$ cat src/rtl/proc_ctrl_pkg.sv
// -----------------------------------------------------------------------------
// proc_ctrl_pkg
// Shared types and encodings for the multi-cycle control sequencer of the
// ARM-subset processor: controller state enum, instruction class codes
// (instr[27:26]) and the select encodings driven onto the datapath muxes.
// -----------------------------------------------------------------------------
package proc_ctrl_pkg;

  typedef enum logic [3:0] {
    S_IDLE     = 4'd0,
    S_FETCH    = 4'd1,
    S_DECODE   = 4'd2,
    S_EXECR    = 4'd3,
    S_EXECI    = 4'd4,
    S_ALUWB    = 4'd5,
    S_MEMADR   = 4'd6,
    S_MEMREAD  = 4'd7,
    S_MEMWB    = 4'd8,
    S_MEMWRITE = 4'd9,
    S_BRANCH   = 4'd10
  } ctrl_state_t;

  // Instruction classes, instr[27:26]
  localparam logic [1:0] OP_DP  = 2'b00;
  localparam logic [1:0] OP_MEM = 2'b01;
  localparam logic [1:0] OP_BR  = 2'b10;
  localparam logic [1:0] OP_ILL = 2'b11;

  // ALU operand B select
  localparam logic [1:0] ALU_B_REG  = 2'b00;
  localparam logic [1:0] ALU_B_IMM  = 2'b01;
  localparam logic [1:0] ALU_B_FOUR = 2'b10;

  // Register write-back source
  localparam logic [1:0] RES_ALU    = 2'b00;
  localparam logic [1:0] RES_MEM    = 2'b01;
  localparam logic [1:0] RES_ALUOUT = 2'b10;

  // Immediate extension format
  localparam logic [1:0] IMM_DP  = 2'b00;
  localparam logic [1:0] IMM_MEM = 2'b01;
  localparam logic [1:0] IMM_BR  = 2'b10;

  // Register-file read address overrides
  localparam logic [1:0] REG_SRC_NONE = 2'b00;
  localparam logic [1:0] REG_SRC_PC   = 2'b01;  // Rn = R15
  localparam logic [1:0] REG_SRC_RD   = 2'b10;  // Rm = Rd, store data

  // States that own the shared memory port (mem_req is high in these)
  function automatic logic state_uses_mem(input ctrl_state_t s);
    return (s == S_FETCH) || (s == S_MEMREAD) || (s == S_MEMWRITE);
  endfunction

endpackage

$ cat src/rtl/mem_timeout_cnt.sv
// -----------------------------------------------------------------------------
// mem_timeout_cnt
// Counts cycles a memory request has been outstanding without acknowledge.
// o_expired is high while the count equals MEM_TIMEOUT; the controller then
// abandons the access unless mem_ack arrives in that same cycle.
// Ports:
//   clk        in   clock
//   rst        in   asynchronous active-high reset
//   i_clr      in   clear count (state change or abandoned access)
//   i_inc      in   request pending without ack this cycle
//   o_expired  out  count has reached MEM_TIMEOUT
// -----------------------------------------------------------------------------
module mem_timeout_cnt #(
  parameter int MEM_TIMEOUT = 15,
  parameter int TO_W        = 4
) (
  input  logic clk,
  input  logic rst,
  input  logic i_clr,
  input  logic i_inc,
  output logic o_expired
);

  logic [TO_W-1:0] r_cnt;

  assign o_expired = (r_cnt == TO_W'(MEM_TIMEOUT));

  // Hold at MEM_TIMEOUT so a maximal MEM_TIMEOUT cannot wrap to zero.
  always_ff @(posedge clk or posedge rst) begin
    if (rst) begin
      r_cnt <= '0;
    end else if (i_clr) begin
      r_cnt <= '0;
    end else if (i_inc && !o_expired) begin
      r_cnt <= r_cnt + TO_W'(1);
    end
  end

endmodule

$ cat src/rtl/multicycle_ctrl_fsm.sv
// -----------------------------------------------------------------------------
// multicycle_ctrl_fsm
// Multi-cycle control sequencer for the ARM-subset processor. One unified
// memory port is shared between instruction fetch and LDR/STR data access
// using a req/ack handshake; datapath enables and selects are driven per phase.
// Optional feature macro: CTRL_PERF_CNT_EN adds o_cyc_cnt / o_instr_cnt.
// Ports:
//   clk, rst        clock, asynchronous active-high reset
//   i_op[1:0]       instr[27:26] class
//   i_funct[5:0]    instr[25:20]; [5]=I, [0]=L
//   i_cond_ex       condition check result (used in DECODE)
//   i_mem_ack       memory completes current access
//   o_mem_req/o_mem_we/o_adr_src   memory port control
//   o_ir_write/o_pc_write/o_reg_write  write enables
//   o_alu_src_b/o_result_src/o_imm_src/o_reg_src/o_alu_op  datapath selects
//   o_bus_err       1-cycle pulse on memory timeout
//   o_illegal       1-cycle pulse on op=11 in DECODE
//   o_cyc_cnt/o_instr_cnt  (CTRL_PERF_CNT_EN only) performance counters
// -----------------------------------------------------------------------------
module multicycle_ctrl_fsm
  import proc_ctrl_pkg::*;
#(
  parameter int MEM_TIMEOUT = 15,
  parameter int TO_W        = 4
) (
  input  logic        clk,
  input  logic        rst,
  input  logic [1:0]  i_op,
  input  logic [5:0]  i_funct,
  input  logic        i_cond_ex,
  input  logic        i_mem_ack,
  output logic        o_mem_req,
  output logic        o_mem_we,
  output logic        o_adr_src,
  output logic        o_ir_write,
  output logic        o_pc_write,
  output logic        o_reg_write,
  output logic [1:0]  o_alu_src_b,
  output logic [1:0]  o_result_src,
  output logic [1:0]  o_imm_src,
  output logic [1:0]  o_reg_src,
  output logic        o_alu_op,
  output logic        o_bus_err,
  output logic        o_illegal
`ifdef CTRL_PERF_CNT_EN
  ,
  output logic [31:0] o_cyc_cnt,
  output logic [31:0] o_instr_cnt
`endif
);

  ctrl_state_t r_state;
  ctrl_state_t w_state_next;

  logic w_req_state;
  logic w_expired;
  logic w_timeout;
  logic w_inc;
  logic w_clr;

  // Only I (bit 5) and L (bit 0) steer the sequence; the rest belongs to the ALU.
  logic w_unused_funct;
  assign w_unused_funct = ^i_funct[4:1];

  // An ack outside a requesting state is ignored entirely.
  assign w_req_state = state_uses_mem(r_state);
  assign w_inc       = w_req_state && !i_mem_ack;
  // Ack in the expiry cycle wins over the timeout.
  assign w_timeout   = w_req_state && w_expired && !i_mem_ack;
  // A FETCH timeout stays in FETCH, so the count must be cleared explicitly.
  assign w_clr       = (w_state_next != r_state) || w_timeout;

  mem_timeout_cnt #(
    .MEM_TIMEOUT (MEM_TIMEOUT),
    .TO_W        (TO_W)
  ) u_timeout (
    .clk       (clk),
    .rst       (rst),
    .i_clr     (w_clr),
    .i_inc     (w_inc),
    .o_expired (w_expired)
  );

  always_ff @(posedge clk or posedge rst) begin
    if (rst) begin
      r_state <= S_IDLE;
    end else begin
      r_state <= w_state_next;
    end
  end

  always_comb begin
    w_state_next = r_state;
    o_mem_req    = 1'b0;
    o_mem_we     = 1'b0;
    o_adr_src    = 1'b0;
    o_ir_write   = 1'b0;
    o_pc_write   = 1'b0;
    o_reg_write  = 1'b0;
    o_alu_src_b  = ALU_B_REG;
    o_result_src = RES_ALU;
    o_imm_src    = IMM_DP;
    o_reg_src    = REG_SRC_NONE;
    o_alu_op     = 1'b0;
    o_bus_err    = 1'b0;
    o_illegal    = 1'b0;

    unique case (r_state)
      S_IDLE: begin
        w_state_next = S_FETCH;
      end

      S_FETCH: begin
        // ALU computes PC+4 while the instruction word is read.
        o_mem_req   = 1'b1;
        o_alu_src_b = ALU_B_FOUR;
        if (i_mem_ack) begin
          o_ir_write   = 1'b1;
          o_pc_write   = 1'b1;
          w_state_next = S_DECODE;
        end else if (w_timeout) begin
          // Re-fetch the same PC: nothing was written.
          o_bus_err    = 1'b1;
          w_state_next = S_FETCH;
        end
      end

      S_DECODE: begin
        if (!i_cond_ex) begin
          w_state_next = S_FETCH;
        end else begin
          unique case (i_op)
            OP_DP:   w_state_next = i_funct[5] ? S_EXECI : S_EXECR;
            OP_MEM:  w_state_next = S_MEMADR;
            OP_BR:   w_state_next = S_BRANCH;
            OP_ILL: begin
              o_illegal    = 1'b1;
              w_state_next = S_FETCH;
            end
            default: w_state_next = S_FETCH;
          endcase
        end
      end

      S_EXECR: begin
        o_alu_op     = 1'b1;
        o_alu_src_b  = ALU_B_REG;
        w_state_next = S_ALUWB;
      end

      S_EXECI: begin
        o_alu_op     = 1'b1;
        o_alu_src_b  = ALU_B_IMM;
        o_imm_src    = IMM_DP;
        w_state_next = S_ALUWB;
      end

      S_ALUWB: begin
        o_reg_write  = 1'b1;
        o_result_src = RES_ALUOUT;
        w_state_next = S_FETCH;
      end

      S_MEMADR: begin
        o_imm_src    = IMM_MEM;
        o_alu_src_b  = ALU_B_IMM;
        w_state_next = i_funct[0] ? S_MEMREAD : S_MEMWRITE;
      end

      S_MEMREAD: begin
        o_mem_req = 1'b1;
        o_adr_src = 1'b1;
        if (i_mem_ack) begin
          w_state_next = S_MEMWB;
        end else if (w_timeout) begin
          o_bus_err    = 1'b1;
          w_state_next = S_FETCH;
        end
      end

      S_MEMWB: begin
        o_reg_write  = 1'b1;
        o_result_src = RES_MEM;
        w_state_next = S_FETCH;
      end

      S_MEMWRITE: begin
        o_mem_req = 1'b1;
        o_mem_we  = 1'b1;
        o_adr_src = 1'b1;
        o_reg_src = REG_SRC_RD;
        if (i_mem_ack) begin
          w_state_next = S_FETCH;
        end else if (w_timeout) begin
          o_bus_err    = 1'b1;
          w_state_next = S_FETCH;
        end
      end

      S_BRANCH: begin
        o_imm_src    = IMM_BR;
        o_reg_src    = REG_SRC_PC;
        o_pc_write   = 1'b1;
        w_state_next = S_FETCH;
      end

      default: begin
        w_state_next = S_IDLE;
      end
    endcase
  end

`ifdef CTRL_PERF_CNT_EN
  logic [31:0] r_cyc_cnt;
  logic [31:0] r_instr_cnt;
  logic        w_retire;

  // Retirement = re-entering FETCH from an instruction phase. The reset
  // start-up (IDLE) and a re-fetch after a fetch timeout are not retirements.
  assign w_retire = (w_state_next == S_FETCH) &&
                    (r_state != S_IDLE) && (r_state != S_FETCH);

  always_ff @(posedge clk or posedge rst) begin
    if (rst) begin
      r_cyc_cnt   <= '0;
      r_instr_cnt <= '0;
    end else begin
      r_cyc_cnt <= r_cyc_cnt + 32'd1;
      if (w_retire) begin
        r_instr_cnt <= r_instr_cnt + 32'd1;
      end
    end
  end

  assign o_cyc_cnt   = r_cyc_cnt;
  assign o_instr_cnt = r_instr_cnt;
`endif

endmodule

$ cat config.mk
export PLATFORM = sky130hd
export DESIGN_NAME = multicycle_ctrl_fsm
export DESIGN_NICKNAME = d
export VERILOG_FILES = /design/src/rtl/proc_ctrl_pkg.sv /design/src/rtl/mem_timeout_cnt.sv /design/src/rtl/multicycle_ctrl_fsm.sv
export SDC_FILE = /design/constraint.sdc
export NUM_CORES = 1
export LEC_CHECK = 0
export CORE_MARGIN = 2
export CORE_UTILIZATION = 55
export CTS_CLUSTER_SIZE = 8
export DETAILED_ROUTE_END_ITERATION = 7
export DONT_BUFFER_PORTS = 1
export GPL_TIMING_DRIVEN = 0
export HOLD_SLACK_MARGIN = 0.08
export PLACE_DENSITY = 0.83
export SLEW_MARGIN = 20
export SYNTH_ARGS = -nofsm -noshare
export SYNTH_HDL_FRONTEND = slang
export SYNTH_SLANG_ARGS = --single-unit
$ cat constraint.sdc
create_clock -name clk -period 2 [get_ports clk]
set_clock_uncertainty 0.2 [all_clocks]
set_input_delay 0.5 -clock clk [delete_from_list [all_inputs] [get_ports clk]]
set_output_delay 0.5 -clock clk [all_outputs]
set_load 0.02 [all_outputs]
==> out/summary.txt, run 1 <==
Yosys cell types = 45
# rows = 14
Largest net degree at the start of global routing = 11
Tool error = [ERROR DPL-0033] detailed placement checks failed during check placement.
Clk sink count = 8
Dominant synthesized flop cell = dfrtp_1
Die height = 43.4 um
I/O pin total = 29
Cell count after synthesis = 109
Ys async rst share = 100%
Syn. warnings = 0
DP HPWL = 1.55 mm
Sequential share of the synthesized area = 23.4%
Pre-CTS WS = -0.146 ns
Starting Density = 57.5%
CTS root buf = clkbuf_4
PortBufs = 0
Mapped Nets = 126
Area share of the largest cell type after synthesis = 23.4%
Leading post-synthesis cells by cell area = dfrtp_1, ha_1, nand2b_1, nor2_1, nand3_1
Initial antenna violation count = 0
Status = stopped before the end
Flops & latches, synth = 8
WEP type = output port
Exit stage = global routing
EDFF count, synth = 0
Avg Synthesized Cell Area = 7.85 um2
Synth area leader = dfrtp_1
Die X = 43.4 um
Synth Cell Area = 856 um2
Longest Clk Path Bufs = 2
Routability congestion estimate = 0.781
GR repair worst EP = o_reg_write
H-tree levels = 1
Num CTS Buffers = 3
Dpl cells = 125
[cell usage after synthesis, types with 2 or more instances]
cell type / n
a21oi_1: 4
a31oi_1: 2
buf_4: 2
clkbuf_1: 4
dfrtp_1: 8
ha_1: 5
inv_1: 7
nand2_1: 8
nand2b_1: 6
nand3_1: 6
nand3b_1: 2
nor2_1: 10
nor2b_1: 3
nor3_1: 3
nor4_1: 4
o21a_1: 2
o21ai_0: 5
[through the flow]
step / instance area, um2 / hold WS (ns) / util, %
4_1_cts: 1270 / 0.214 / 85.2
3_3_place_gp: 896 / 0.146 / 60.2
2_1_floorplan: 876 / 0.116 / -
3_5_place_dp: 896 / 0.155 / 60.2
[cells by family after synthesis]
group | count (synthesis) | share of synthesized area [%]
compound gates | 25 | 21.6
xor+xnor | 1 | 1.02
fa+ha+maj | 5 | 7.31
buf+inv | 15 | 8.48
flops | 8 | 23.4
mux | 2 | 2.49
simple gates | 53 | 35.7
[what timing repair did]
item	CTS
hold buffers	1
pin swaps	18
gates resized for setup	57
endpoints found under the setup margin	19
buffers inserted	15
hold endpoints to repair	8
==> inputs of run 2 (changes only) <==
- CORE_AREA: not set -> 2 2 63 65
- CORE_MARGIN: 2 -> not set
- CORE_UTILIZATION: 55 -> not set
- CTS_CLUSTER_SIZE: 8 -> not set
- DIE_AREA: not set -> 0 0 65 67
- HOLD_SLACK_MARGIN: 0.08 -> not set
- PLACE_DENSITY: 0.83 -> not set
- PLACE_DENSITY_LB_ADDON: not set -> 0.15
- clock period: 2 -> 2.6 ns (I/O delays scaled with it)
==> run 2 against run 1 <==
Against the previous run: synthesized cell count is the same; the flow now finishes without violations; synthesized area did not move.
==> out/summary.txt, run 2 <==
Status = finished clean
Reg-to-reg critical path startpoint = u_timeout.r_cnt[0]$_DFFE_PP0P_
Top Registers = r_state (4), u_timeout.r_cnt (4)
Sequential share of the synthesized area = 23.4% (unchanged)
Worst-Margin Slew = 0.637 ns
Crit end category = output port
Combinational power share = 61.2%
Clk sink count = 8 (unchanged)
Met2 usage = 18.0%
FF-to-FF path depth = 6
# rows = 22 (+8)
Switching share of power = 50.9%
Yosys cell types = 45 (unchanged)
GRT busiest layer = met2
CP max FO = 8
N_diodes = 0
Ys async rst share = 100% (unchanged)
PortBufs = 0 (unchanged)
Area grow syn2layout = 14.2%
Final wirelength = 2.18 mm
Setup crit start kind = register
CTS root buf = clkbuf_8
I/O pin total = 29 (unchanged)
Worst setup path start = r_state[2]$_DFF_PP0_
M1 GR Usage = 12.9%
Commonest cells after routing, fill and taps aside = nor2_1, nand2_1, dfrtp_1, inv_1
DR iter-0 viols = 20
Dominant synthesized flop cell = dfrtp_1
Fmax = 395 MHz
Min-Delay Path Class = input pin to asynchronous set/reset pin
Synth area leader = dfrtp_1
CTS clock-pin slew for the worst setup and hold paths = 0.04 ns
Max Transition Viols Final = 0
Final Setup Violations = 0
Overflow after GRT = 0
DR pass1 iterations = 5
Finished Layout Cells = 160
CP Data Required Time = 1.75 ns
DP HPWL = 1.76 mm (+14%)
CP arrival = 1.68 ns
Final nets = 131
Synth Cell Area = 856 um2 (unchanged)
Num CTS Buffers = 3 (unchanged)
Longest Clk Path Bufs = 2 (unchanged)
Leakage = 0.394 nW
EDFF count, synth = 0 (unchanged)
Avg Synthesized Cell Area = 7.85 um2 (unchanged)
Routed len/inst = 13.6 um
DIE AREA = 4360 um2
Mapped Nets = 126 (unchanged)
Residual DRC count = 0
R2R Setup Slk = 0.47 ns
Die height = 67 um (+54%)
Fin util = 27.1%
Routability congestion estimate = 0.694 (-11%)
Clock group share of total power = 16.4%
Cell count after synthesis = 109 (unchanged)
Part of the cycle the worst path needs = 97.3%
Multi-input logic area = 602 um2
Switching pwr = 0.000437 W
Final Hold Viols = 0
Most frequent cell after synthesis = nor2_1
Routed vias = 780
Global-route wire length before repair = 3.54 mm
Minimum clock period after layout = 2.53 ns
CTS tree = yes
Worst skew pair latency = 0.22 ns
Worst r2r dst = u_timeout.r_cnt[2]$_DFFE_PP0P_
Flops & latches, synth = 8 (unchanged)
Peak supply drop = 0.000179 V
Leading post-synthesis cells by cell area = dfrtp_1, ha_1, nand2b_1, nor2_1, nand3_1
Initial antenna violation count = 0
Critical path class = register to output port
PD cells = 879 nW/um2
Starting Density = 23.7% (-34 points)
Post-CTS Hold Buffers = 0 (-1)
Post-synth top cells = nor2_1, dfrtp_1, nand2_1
Antenna-violating nets left = 0
RSZ-0062 raised after global routing = true
Internal power = 0.000422 W
Max_cap viols = 0
Largest net degree at the start of global routing = 11
Commonest non-fill, non-tap cell in the layout = nor2_1
Layout cells sized above 1 = 17.9%
Fill count = 408
Syn. warnings = 0 (unchanged)
Total GRT Usage = 10.8%
Dpl cells = 157 (+26%)
H-tree levels = 1 (unchanged)
Core box area = 3610 um2
Critical Path End = o_reg_write
Post-CTS setup buffers = 0 (-15)
Slew Limit Headroom = 57.3%
Reg area = 200 um2
Vias per cell = 4.88
Die X = 65 um (+50%)
Area share of the largest cell type after synthesis = 23.4% (unchanged)
Vias in the first global route = 769
Worst hold slack = 0.0597 ns
Sequential share of power = 22.5%
Met3 GRT Util = 4.05%
## run 2: cell counts after synthesis
Identical to the previous run, type by type.
## run 2: worst min path at each step
stage | to | slack [ns] | cells past startpoint
after detailed placement | r_state[0]$_DFF_PP0_ | 0.31 | 1
final | r_state[0]$_DFF_PP0_ | 0.06 | 1
after CTS | r_state[0]$_DFF_PP0_ | 0.07 | 1
after global routing | r_state[2]$_DFF_PP0_ | 0.09 | 1
after floorplan | r_state[0]$_DFF_PP0_ | 0.27 | 1
after global placement | u_timeout.r_cnt[2]$_DFFE_PP0P_ | 0.30 | 1
## run 2: power groups by stage
stage	Combinational, W	Sequential (W)	Clock (W)
after floorplan	0.000428	0.000177	0
after global placement	0.000509	0.000193	0
after detailed placement	0.000508	0.000194	0
after CTS	0.000518	0.000193	0.000145
after global routing	0.000580	0.000201	0.000154
final	0.000525	0.000193	0.000141
## run 2: critical path, stage by stage (launching register included)
cell and delay, ns:
dfrtp_1 0.46, nand2b_1 0.18, clkbuf_1 0.20, nor3_2 0.36, or2_2 0.25
## run 2: layer usage
metal | up-vias | wire length, um
met3 | 2 | 114
met5 | - | 0
li1 | 405 | -
met4 | 0 | 22
met1 | 361 | 951
met2 | 12 | 1090
## run 2: cell type report
type | count | area share, %
Clock buffer | 3 | 4.23
Multi-Input combinational cell | 86 | 61.6
Buffer | 8 | 4.87
Inverter | 7 | 2.69
Sequential cell | 8 | 20.5
Tap cell | 48 | 6.15
## run 2: timing repair
action / 4_1_cts / 5_1_grt
endpoints found under the setup margin: 3 / 4
gates cloned: 0 / 0
hold endpoints to repair: 0 / 0
gates resized for setup: 3 / 4
## run 2: cell families after synthesis
| logic type | Yosys count | synth area share [%] |
|---|---|---|
| and+or+nand+nor | 53 | 35.7 |
| AOI/OAI and AO/OA | 25 | 21.6 |
| buffers and inverters | 15 | 8.48 |
| DFF | 8 | 23.4 |
| adders and majority gates | 5 | 7.31 |
| muxes | 2 | 2.49 |
| xor gates and xnor gates | 1 | 1.02 |
## run 2: metrics by stage
| step | power, W | worst slack [ns] | area [um2] | setup TNS [ns] |
|---|---|---|---|---|
| 2_1_floorplan | 0.000605 | 0.182 | 856 | 0 |
| 3_3_place_gp | 0.000702 | -0.0630 | 916 | -0.0769 |
| 3_5_place_dp | 0.000702 | -0.0616 | 916 | -0.0733 |
| 4_1_cts | 0.000856 | -0.0260 | 967 | -0.0342 |
| 5_1_grt | 0.000936 | -0.0648 | 977 | -0.142 |
| 6_report | 0.000859 | 0.0697 | 977 | 0 |
(Power assumes the default switching activity.)
